`config.mk`:
```
export PLATFORM = sky130hd
export DESIGN_NAME = i2c_wr_engine_flat
export DESIGN_NICKNAME = d
export VERILOG_FILES = /design/src/rtl/i2c_wr_engine_if.sv /design/src/rtl/i2c_wr_engine.sv /design/src/flat_wrapper.sv
export SDC_FILE = /design/constraint.sdc
export NUM_CORES = 1
export LEC_CHECK = 0
export ABC_CLOCK_PERIOD_IN_PS = 2900
export BUFFER_PORTS_ARGS = -buffer_cell sky130_fd_sc_hd__buf_2
export CORE_MARGIN = 1
export CORE_UTILIZATION = 60
export CTS_CLUSTER_DIAMETER = 120
export CTS_CLUSTER_SIZE = 40
export DETAILED_ROUTE_END_ITERATION = 10
export PLACE_DENSITY = 0.87
export SETUP_SLACK_MARGIN = 0.05
export SLEW_MARGIN = 20
export SYNTH_ARGS = -nofsm -noshare
export SYNTH_HDL_FRONTEND = slang
export SYNTH_SLANG_ARGS = --single-unit
```
`constraint.sdc`:
```
create_clock -name clk -period 2.9 [get_ports clk]
set_input_delay 0.58 -clock clk [delete_from_list [all_inputs] [get_ports clk]]
set_output_delay 0.58 -clock clk [all_outputs]
set_load 0.05 [all_outputs]
```
`src/rtl/i2c_wr_engine_if.sv`:
```
// rtl/i2c_wr_engine_if.sv - request/response and I2C pin bundle for the write engine
// Purpose: groups the transaction request inputs, status outputs and I2C pins.
// Ports: addr, num_wr_bytes, wr_data0..2, start (request side); done, busy,
//        ack_err (status); sclk, sdata_out, sdata_oe_n, sdata_in (I2C pins).
// master: the engine itself. slave: the requester / bus model facing it.
`timescale 1ns/1ps
interface i2c_wr_engine_if;
  logic [6:0] addr;
  logic [1:0] num_wr_bytes;
  logic [7:0] wr_data0;
  logic [7:0] wr_data1;
  logic [7:0] wr_data2;
  logic       start;
  logic       done;
  logic       busy;
  logic       ack_err;
  logic       sclk;
  logic       sdata_out;
  logic       sdata_oe_n;
  logic       sdata_in;

  modport master (
    input  addr, num_wr_bytes, wr_data0, wr_data1, wr_data2, start, sdata_in,
    output done, busy, ack_err, sclk, sdata_out, sdata_oe_n
  );

  modport slave (
    output addr, num_wr_bytes, wr_data0, wr_data1, wr_data2, start, sdata_in,
    input  done, busy, ack_err, sclk, sdata_out, sdata_oe_n
  );
endinterface

```
`src/rtl/i2c_wr_engine.sv`:
```
// rtl/i2c_wr_engine.sv - I2C master write engine: address byte plus 0..3 data bytes
// Purpose: on an accepted start, emits START, {addr,0}, num_wr_bytes data bytes
//          (MSB first, ACK slot after each), STOP, then a one-cycle done pulse.
// Ports: clk, reset_n (async, active low); bus (i2c_wr_engine_if.master):
//        request inputs, done/busy/ack_err status, sclk/sdata_out/sdata_oe_n/sdata_in.
// I2C clock = clk / 2^(CLK_DIV_BITS+1); one quarter-bit = 2^(CLK_DIV_BITS-1) clk.
`timescale 1ns/1ps
module i2c_wr_engine #(
  parameter int CLK_DIV_BITS = 10
) (
  input  logic               clk,
  input  logic               reset_n,
  i2c_wr_engine_if.master    bus
);

  // phase spans one full bit (4 quarters): the top two bits are the quarter
  // index, the rest count clk cycles inside the quarter. Natural binary wrap
  // keeps every quarter exactly Q cycles with no drift.
  localparam int PW = CLK_DIV_BITS + 1;
  localparam logic [PW-1:0] PHASE_ONE = PW'(1);

  typedef enum logic [2:0] {
    S_IDLE  = 3'd0,
    S_START = 3'd1,
    S_BIT   = 3'd2,
    S_ACK   = 3'd3,
    S_STOP  = 3'd4,
    S_DONE  = 3'd5
  } state_t;

  state_t        state;
  state_t        state_n;
  logic [PW-1:0] phase;
  logic [1:0]    quarter;
  logic          q_end;
  logic          bit_end;

  logic [1:0]    num_r;
  logic [7:0]    d0_r;
  logic [7:0]    d1_r;
  logic [7:0]    d2_r;
  logic [7:0]    shift;
  logic [2:0]    bit_cnt;
  logic [1:0]    byte_idx;
  logic          ack_err_r;
  logic [7:0]    next_byte;

  logic          sclk_c;
  logic          sda_c;

  assign quarter = phase[PW-1:PW-2];
  assign q_end   = &phase[PW-3:0];
  assign bit_end = &phase;

  // State register; phase restarts on every state change and stays zero in IDLE.
  always_ff @(posedge clk or negedge reset_n) begin
    if (!reset_n) begin
      state <= S_IDLE;
      phase <= '0;
    end else begin
      state <= state_n;
      if (state_n != state || state == S_IDLE)
        phase <= '0;
      else
        phase <= phase + PHASE_ONE;
    end
  end

  always_comb begin
    state_n = state;
    case (state)
      S_IDLE:  if (bus.start) state_n = S_START;
      S_START: if (quarter == 2'd1 && q_end) state_n = S_BIT;
      S_BIT:   if (bit_end && bit_cnt == 3'd7) state_n = S_ACK;
      S_ACK: begin
        // ack_err already holds this slot's sample (taken at end of q2)
        if (bit_end) begin
          if (ack_err_r || byte_idx == num_r) state_n = S_STOP;
          else                                state_n = S_BIT;
        end
      end
      S_STOP:  if (bit_end) state_n = S_DONE;
      S_DONE:  state_n = S_IDLE;
      default: state_n = S_IDLE;
    endcase
  end

  always_comb begin
    case (byte_idx)
      2'd0:    next_byte = d0_r;
      2'd1:    next_byte = d1_r;
      default: next_byte = d2_r;
    endcase
  end

  // Transaction datapath: captured request, bit shifter, byte/bit counters.
  always_ff @(posedge clk or negedge reset_n) begin
    if (!reset_n) begin
      num_r     <= '0;
      d0_r      <= '0;
      d1_r      <= '0;
      d2_r      <= '0;
      shift     <= '0;
      bit_cnt   <= '0;
      byte_idx  <= '0;
      ack_err_r <= 1'b0;
    end else begin
      case (state)
        S_IDLE: begin
          if (bus.start) begin
            num_r     <= bus.num_wr_bytes;
            d0_r      <= bus.wr_data0;
            d1_r      <= bus.wr_data1;
            d2_r      <= bus.wr_data2;
            shift     <= {bus.addr, 1'b0};
            bit_cnt   <= '0;
            byte_idx  <= '0;
            ack_err_r <= 1'b0;
          end
        end
        S_BIT: begin
          if (bit_end) begin
            shift   <= {shift[6:0], 1'b0};
            bit_cnt <= bit_cnt + 3'd1;
          end
        end
        S_ACK: begin
          if (quarter == 2'd2 && q_end)
            ack_err_r <= ack_err_r | bus.sdata_in;
          if (state_n == S_BIT) begin
            byte_idx <= byte_idx + 2'd1;
            shift    <= next_byte;
          end
        end
        default: ;
      endcase
    end
  end

  always_comb begin
    sclk_c = 1'b1;
    sda_c  = 1'b1;
    case (state)
      S_START: begin
        sclk_c = (quarter == 2'd0);
        sda_c  = 1'b0;
      end
      S_BIT: begin
        sclk_c = quarter[1];
        sda_c  = shift[7];
      end
      S_ACK: begin
        sclk_c = quarter[1];
        sda_c  = 1'b1;
      end
      S_STOP: begin
        // SDA rises during q2 with sclk high: the STOP condition
        sclk_c = (quarter != 2'd0);
        sda_c  = quarter[1];
      end
      default: begin
        sclk_c = 1'b1;
        sda_c  = 1'b1;
      end
    endcase
  end

  assign bus.sclk       = sclk_c;
  assign bus.sdata_out  = sda_c;
  assign bus.sdata_oe_n = sda_c;
  assign bus.done       = (state == S_DONE);
  assign bus.busy       = (state != S_IDLE);
  assign bus.ack_err    = ack_err_r;

endmodule

```
`src/flat_wrapper.sv`:
```
// flat-port wrapper written by rule: the top's interface ports become plain ports
module i2c_wr_engine_flat 
#(
  parameter int CLK_DIV_BITS = 10
)
  (clk, reset_n, bus_addr, bus_num_wr_bytes, bus_wr_data0, bus_wr_data1, bus_wr_data2, bus_start, bus_sdata_in, bus_done, bus_busy, bus_ack_err, bus_sclk, bus_sdata_out, bus_sdata_oe_n);
  i2c_wr_engine_if bus_i ();
  input  logic clk;
  input  logic reset_n;
  input wire logic [$bits(bus_i.addr)-1:0] bus_addr;
  input wire logic [$bits(bus_i.num_wr_bytes)-1:0] bus_num_wr_bytes;
  input wire logic [$bits(bus_i.wr_data0)-1:0] bus_wr_data0;
  input wire logic [$bits(bus_i.wr_data1)-1:0] bus_wr_data1;
  input wire logic [$bits(bus_i.wr_data2)-1:0] bus_wr_data2;
  input wire logic [$bits(bus_i.start)-1:0] bus_start;
  input wire logic [$bits(bus_i.sdata_in)-1:0] bus_sdata_in;
  output wire logic [$bits(bus_i.done)-1:0] bus_done;
  output wire logic [$bits(bus_i.busy)-1:0] bus_busy;
  output wire logic [$bits(bus_i.ack_err)-1:0] bus_ack_err;
  output wire logic [$bits(bus_i.sclk)-1:0] bus_sclk;
  output wire logic [$bits(bus_i.sdata_out)-1:0] bus_sdata_out;
  output wire logic [$bits(bus_i.sdata_oe_n)-1:0] bus_sdata_oe_n;
  assign bus_i.addr = bus_addr;
  assign bus_i.num_wr_bytes = bus_num_wr_bytes;
  assign bus_i.wr_data0 = bus_wr_data0;
  assign bus_i.wr_data1 = bus_wr_data1;
  assign bus_i.wr_data2 = bus_wr_data2;
  assign bus_i.start = bus_start;
  assign bus_i.sdata_in = bus_sdata_in;
  assign bus_done = bus_i.done;
  assign bus_busy = bus_i.busy;
  assign bus_ack_err = bus_i.ack_err;
  assign bus_sclk = bus_i.sclk;
  assign bus_sdata_out = bus_i.sdata_out;
  assign bus_sdata_oe_n = bus_i.sdata_oe_n;
  i2c_wr_engine #(.CLK_DIV_BITS(CLK_DIV_BITS)) u_core (.clk(clk), .reset_n(reset_n), .bus(bus_i));
endmodule
```
---- After elaboration in Yosys (flattened, before gate mapping) ----
Index checks and enable logic that the tools add are counted.
cells by class
  $add $sub $neg .......................... 3
  equality and inequality tests ........... 16
  muxes and demuxes ....................... 24
  bitwise gates (word level) .............. 1
  reductions and logical operators ........ 21
operators by type and width
  operator                 number
  $mux W3                  8
  $mux W8                  3
  $pmux W8 S3              1
  $pmux W8 S2              1
  $pmux W3 S5              1
  $add A11 B1 Y11 const B  1
  $mux W11                 1
  $reduce_and A11 Y1       1
  $eq A3 B2 Y1 const B     3
  $eq A3 B3 Y1 const B     3
  $reduce_and A3 Y1        3
  $reduce_and A9 Y1        1
  $ne A2 B1 Y1 const B     3
  $pmux W1 S3              2
  $pmux W3 S2              1
  $reduce_bool A2 Y1       3
  $reduce_bool A3 Y1       2
  $eq A2 B1 Y1 const B     2
  $logic_not A2 Y1         2
  $mux W2                  2
  $pmux W2 S2              1
  $reduce_and A4 Y1        1
  $add A3 B1 Y3 const B    1
  $eq A3 B1 Y1 const B     1
  13 further kinds         17
word-level totals
  flip-flop bits (word level) ............. 54
  input port bits ......................... 37

---- Depth between registers and ports, before layout ----
  depth after elaboration ................. 8
  gate-level depth with buffers ........... 9
  mapped depth without buffers ............ 8

---- Worst setup path before layout ----
OpenSTA, ideal clock, no wires.
  path type ............................... reg2out
  start ................................... register u_core.state[0]
  end ..................................... output bus_sdata_out
  arrival time ............................ 2131 ps
  data required time ...................... 2320 ps
  path slack .............................. 189 ps
  stages on the path, launching flop included .. 5
  buffers on the path ..................... 2
  path through ............................ dfrtp_1 buf_2 inv_1 o21ai_0 buf_4
between the ends
  longest elaborated chain between the ends .. 2
ends and longest elaborated chain
  what                                  RTL line              source
  start, declared                       i2c_wr_engine.sv:31   state_t state;
  start signal, assigned                i2c_wr_engine.sv:61   state <= state_n;
  $eq A3 B3 Y1 (tied with other cells)  i2c_wr_engine.sv:143  case (state)
  $pmux W1 S3 (*)                       i2c_wr_engine.sv:143
  end, declared                         flat_wrapper.sv:21    output wire logic [$bits(bus_i.sdata_out)-1:0] bus_sdata_out;
Mark *: on every way between the ends. The rest lies on a longest branch, timed or not.

---- Worst setup path in the final report ----
  start ................................... register u_core.state[2]
  end ..................................... output bus_sdata_oe_n
between the ends
  longest elaborated chain between the ends .. 2
ends and longest elaborated chain
  what                                  RTL line              source
  $eq A3 B3 Y1 (tied with other cells)  i2c_wr_engine.sv:143
  $pmux W1 S3 (*)                       i2c_wr_engine.sv:143
  end, declared                         flat_wrapper.sv:22    output wire logic [$bits(bus_i.sdata_oe_n)-1:0] bus_sdata_oe_n;
Marks and branches as above.

==> key figures <==
Clock network
  • Clock sinks: 54
  • Post-CTS sizing: 0
  • CTS buffer count: 5
  • Max clock buf depth: 2
  • Number of hold buffers added after CTS: 0
  • Root Buffer: clkbuf_8
  • Number of H-tree levels: 2
  • Total setup buffers inserted after CTS: 0
  • CTS clk-pin slew, worst paths: 0.10 ns
  • CTS tree: built
  • Clock latency on the worst-skew pair: 0.31 ns

Synthesis
  • Mapped Cells: 304
  • Synth warn: 0
  • Synth unique cells: 41
  • Post-Synthesis Cell Area: 2710 um^2
  • Fraction of registers with async set/reset: 100%
  • Sequential share of the synthesized area: 49.8%
  • Number of flops mapped to enable cells by yosys: 0
  • Top FF cell, synth: dfrtp_1
  • Mean post-synth cell area: 8.92 um^2
  • Mapped Nets: 347
  • Flops & latches, synth: 54

Timing
  • Slew HR: 49.8%
  • Slew Limit Fails: 0
  • Min Tclk post-route: 2.44 ns
  • Final WS setup: 0.460 ns
  • Worst Clk Skew: 0.0126 ns
  • Final hold viol count: 0
  • FMAX: 410 MHz
  • Final setup viols: 0
  • Hold Slack: 0.326 ns
  • RSZ-0062 raised after global routing: no
  • Worst-Margin Slew: 0.753 ns
  • Setup TNS: 0 ns
  • Tcrit/Tclk final: 84.2%

Floorplan
  • Row count: 24
  • I/O pins: 43
  • Die Wd: 69.2 um
  • Core Area: 4350 um^2
  • DIE HEIGHT: 69.2 um
  • Die ar.: 4790 um^2
  • Starting density of the core: 62.3%

Pwr
  • Power Dens Cells: 407 nW/um^2
  • Peak supply drop: 0.303 mV
  • Leakage power: 1.61 nW

Run status
  • Outcome: complete, no violations

Setup path
  • Worst path bufs/invs: 1
  • Slowest cell on the critical path: dfrtp_1
  • CP required: 2.32 ns
  • Crit. End Element: output pin
  • Crit-path leading delay family: flip-flops
  • Arr. time, crit path: 1.86 ns
  • Crit path cell chain: nand2b_1 > o221ai_1 > o21ai_0 > buf_2
  • FF-to-FF setup slack: 0.90 ns
  • Critical path's largest stage delay: 0.51 ns
  • Crit Path Max Fanout: 13
  • Startpoint Class: register
  • Setup Crit Path Kind: reg2out

Routing
  • Drc violations: 0
  • Via/cell ratio: 5.61
  • 1st-iter DRT viols: 200
  • Routed wire length: 5610 um
  • DRT Pass-1 Iters: 4
  • Vias: 2217
  • Routed wire per std cell: 14.2 um
  • Antenna Nets Post-Route: 0

Placed design
  • Final HPWL DP: 3900 um
  • Dpl cells: 387
  • Setup slack at placement: 0.817 ns
  • Buffers added on ports: 42
  • GPL Wtd Cong: 0.856

Global routing
  • GR Overflow Total: 0
  • GRT Overall Usage: 25.6%
  • Pin count of the biggest net entering global routing: 34
  • Initial antenna violation count: 0
  • Vias in the first global route: 2154
  • Global-route wire length before repair: 9640 um

Layout
  • Final Util: 70.1%
  • Layout Nets: 385
  • Antenna diode count: 0
  • Fillcell total: 333
  • Area grow syn2layout: 12.6%
  • Final cell count without fillers: 395
  • Share of cells above drive strength 1: 18.7%

Hold path
  • Hold crit path type: in2async

Flow run
  • Max-Cap Viols: 0
-- where the power goes --
| group | leakage (nW) | switching [mW] | internal [mW] |
|---|---|---|---|
| clock network | 0.0514 | 0.250 | 0.197 |
| registers | 0.683 | 0 | 0.752 |
| logic | 0.873 | 0.0235 | 0.0207 |
| total | 1.61 | 0.273 | 0.970 |
-- synth_stat cells (4+ instances only) --
| cell type | instances | share of area, % |
|---|---|---|
| a21oi_1 | 11 | 2.0 |
| a22oi_1 | 8 | 2.2 |
| a31oi_1 | 8 | 1.8 |
| buf_2 | 9 | 1.7 |
| clkbuf_1 | 5 | 0.69 |
| dfrtp_1 | 54 | 50 |
| ha_1 | 6 | 2.8 |
| inv_1 | 11 | 1.5 |
| mux2i_1 | 8 | 3.0 |
| nand2_1 | 102 | 14 |
| nand3_1 | 4 | 0.74 |
| nor2_1 | 17 | 2.4 |
| nor2b_1 | 4 | 0.92 |
| o21ai_0 | 15 | 2.8 |
| xor2_1 | 8 | 2.6 |
-- flip-flops by register name, indices dropped and copies added, names as in the netlist, 3 cells and up --
name,count
u_core.d1_r,8
u_core.shift,8
u_core.bit_cnt,3
u_core.phase,11
u_core.state,3
u_core.d0_r,8
u_core.d2_r,8
-- per-stage QoR --
stage / power (mW) / instance area (um^2)
after floorplan: 0.771 / 2710
after global placement: 0.812 / 2950
after detailed placement: 0.812 / 2950
after CTS: 1.25 / 3050
after global routing: 1.28 / 3050
final: 1.24 / 3050
-- cell usage in the layout (no fill, tap or decap), types with 2 or more instances in the layout --
| cell | count |
|---|---|
| nand3_1 | 4 |
| nand3b_1 | 2 |
| nor3_1 | 2 |
| nand2b_1 | 2 |
| dfrtp_1 | 54 |
| clkbuf_8 | 6 |
| a31oi_1 | 8 |
| mux2i_1 | 8 |
| nor2_1 | 17 |
| nand2_1 | 102 |
| a21oi_1 | 11 |
| o21ai_0 | 15 |
| and4_1 | 2 |
| inv_1 | 11 |
| xor2_1 | 8 |
| clkinv_4 | 2 |
| a22oi_1 | 8 |
| ha_1 | 6 |
| nor2b_1 | 4 |
| xnor2_1 | 2 |
| buf_4 | 7 |
| buf_2 | 42 |
| o31ai_1 | 2 |
-- cell type report --
type                            count  area (um^2)  share of cell area (%)
Timing Repair Buffer               49          263                    8.60
Tap cell                           52         65.1                    2.13
Inverter                           11         41.3                    1.35
Clock inverter                      2         17.5                   0.574
Sequential cell                    54         1350                    44.2
Multi-Input combinational cell    221         1230                    40.4
Clock buffer                        6         82.6                    2.70
-- path summary, 6_finish.rpt --
kind | from | endpoint | cells past startpoint
hold reg to reg | u_core.d1_r[7]$_DFFE_PN0P_ | u_core.d1_r[7]$_DFFE_PN0P_ | 2
max in group asynchronous | reset_n | u_core.phase[1]$_DFF_PN0_ | 2
setup / recovery | u_core.state[2]$_DFF_PN0_ | bus_sdata_oe_n | 4
setup reg to reg | u_core.state[0]$_DFF_PN0_ | u_core.bit_cnt[0]$_DFFE_PN0P_ | 5
min in group clk | bus_wr_data0[4] | u_core.d0_r[4]$_DFFE_PN0P_ | 3
hold / removal | reset_n | u_core.phase[6]$_DFF_PN0_ | 1
-- cell families (layout without fill, tap and decap cells) --
group | count (synthesis) | count (layout) | share of synthesized area (%)
adder cells (fa/ha/maj) | 6 | 6 | 2.77
AO/OA/AOI/OAI | 50 | 50 | 11.7
buffers and inverters | 29 | 68 | 4.70
XOR/XNOR | 10 | 10 | 3.23
flip-flops | 54 | 54 | 49.8
AND/OR/NAND/NOR | 146 | 146 | 24.4
multiplexers | 9 | 9 | 3.37
-- per-layer routing --
layer | vias up | routed length (um) | track usage, %
met5 | - | 0 | 0
met4 | 0 | 110 | 9.30
met3 | 13 | 225 | 5.23
met2 | 54 | 2700 | 39.1
met1 | 1065 | 2570 | 36.5
li1 | 1085 | - | -
-- worst reg2reg max path, stage by stage (launching register included) --
cell and delay (ns):
dfrtp_1 0.37, buf_4 0.21, nor3_2 0.27, and2_1 0.59, a21oi_1 0.16, mux2_2 0.30
No activity file was read; power rests on OpenSTA's default activity.
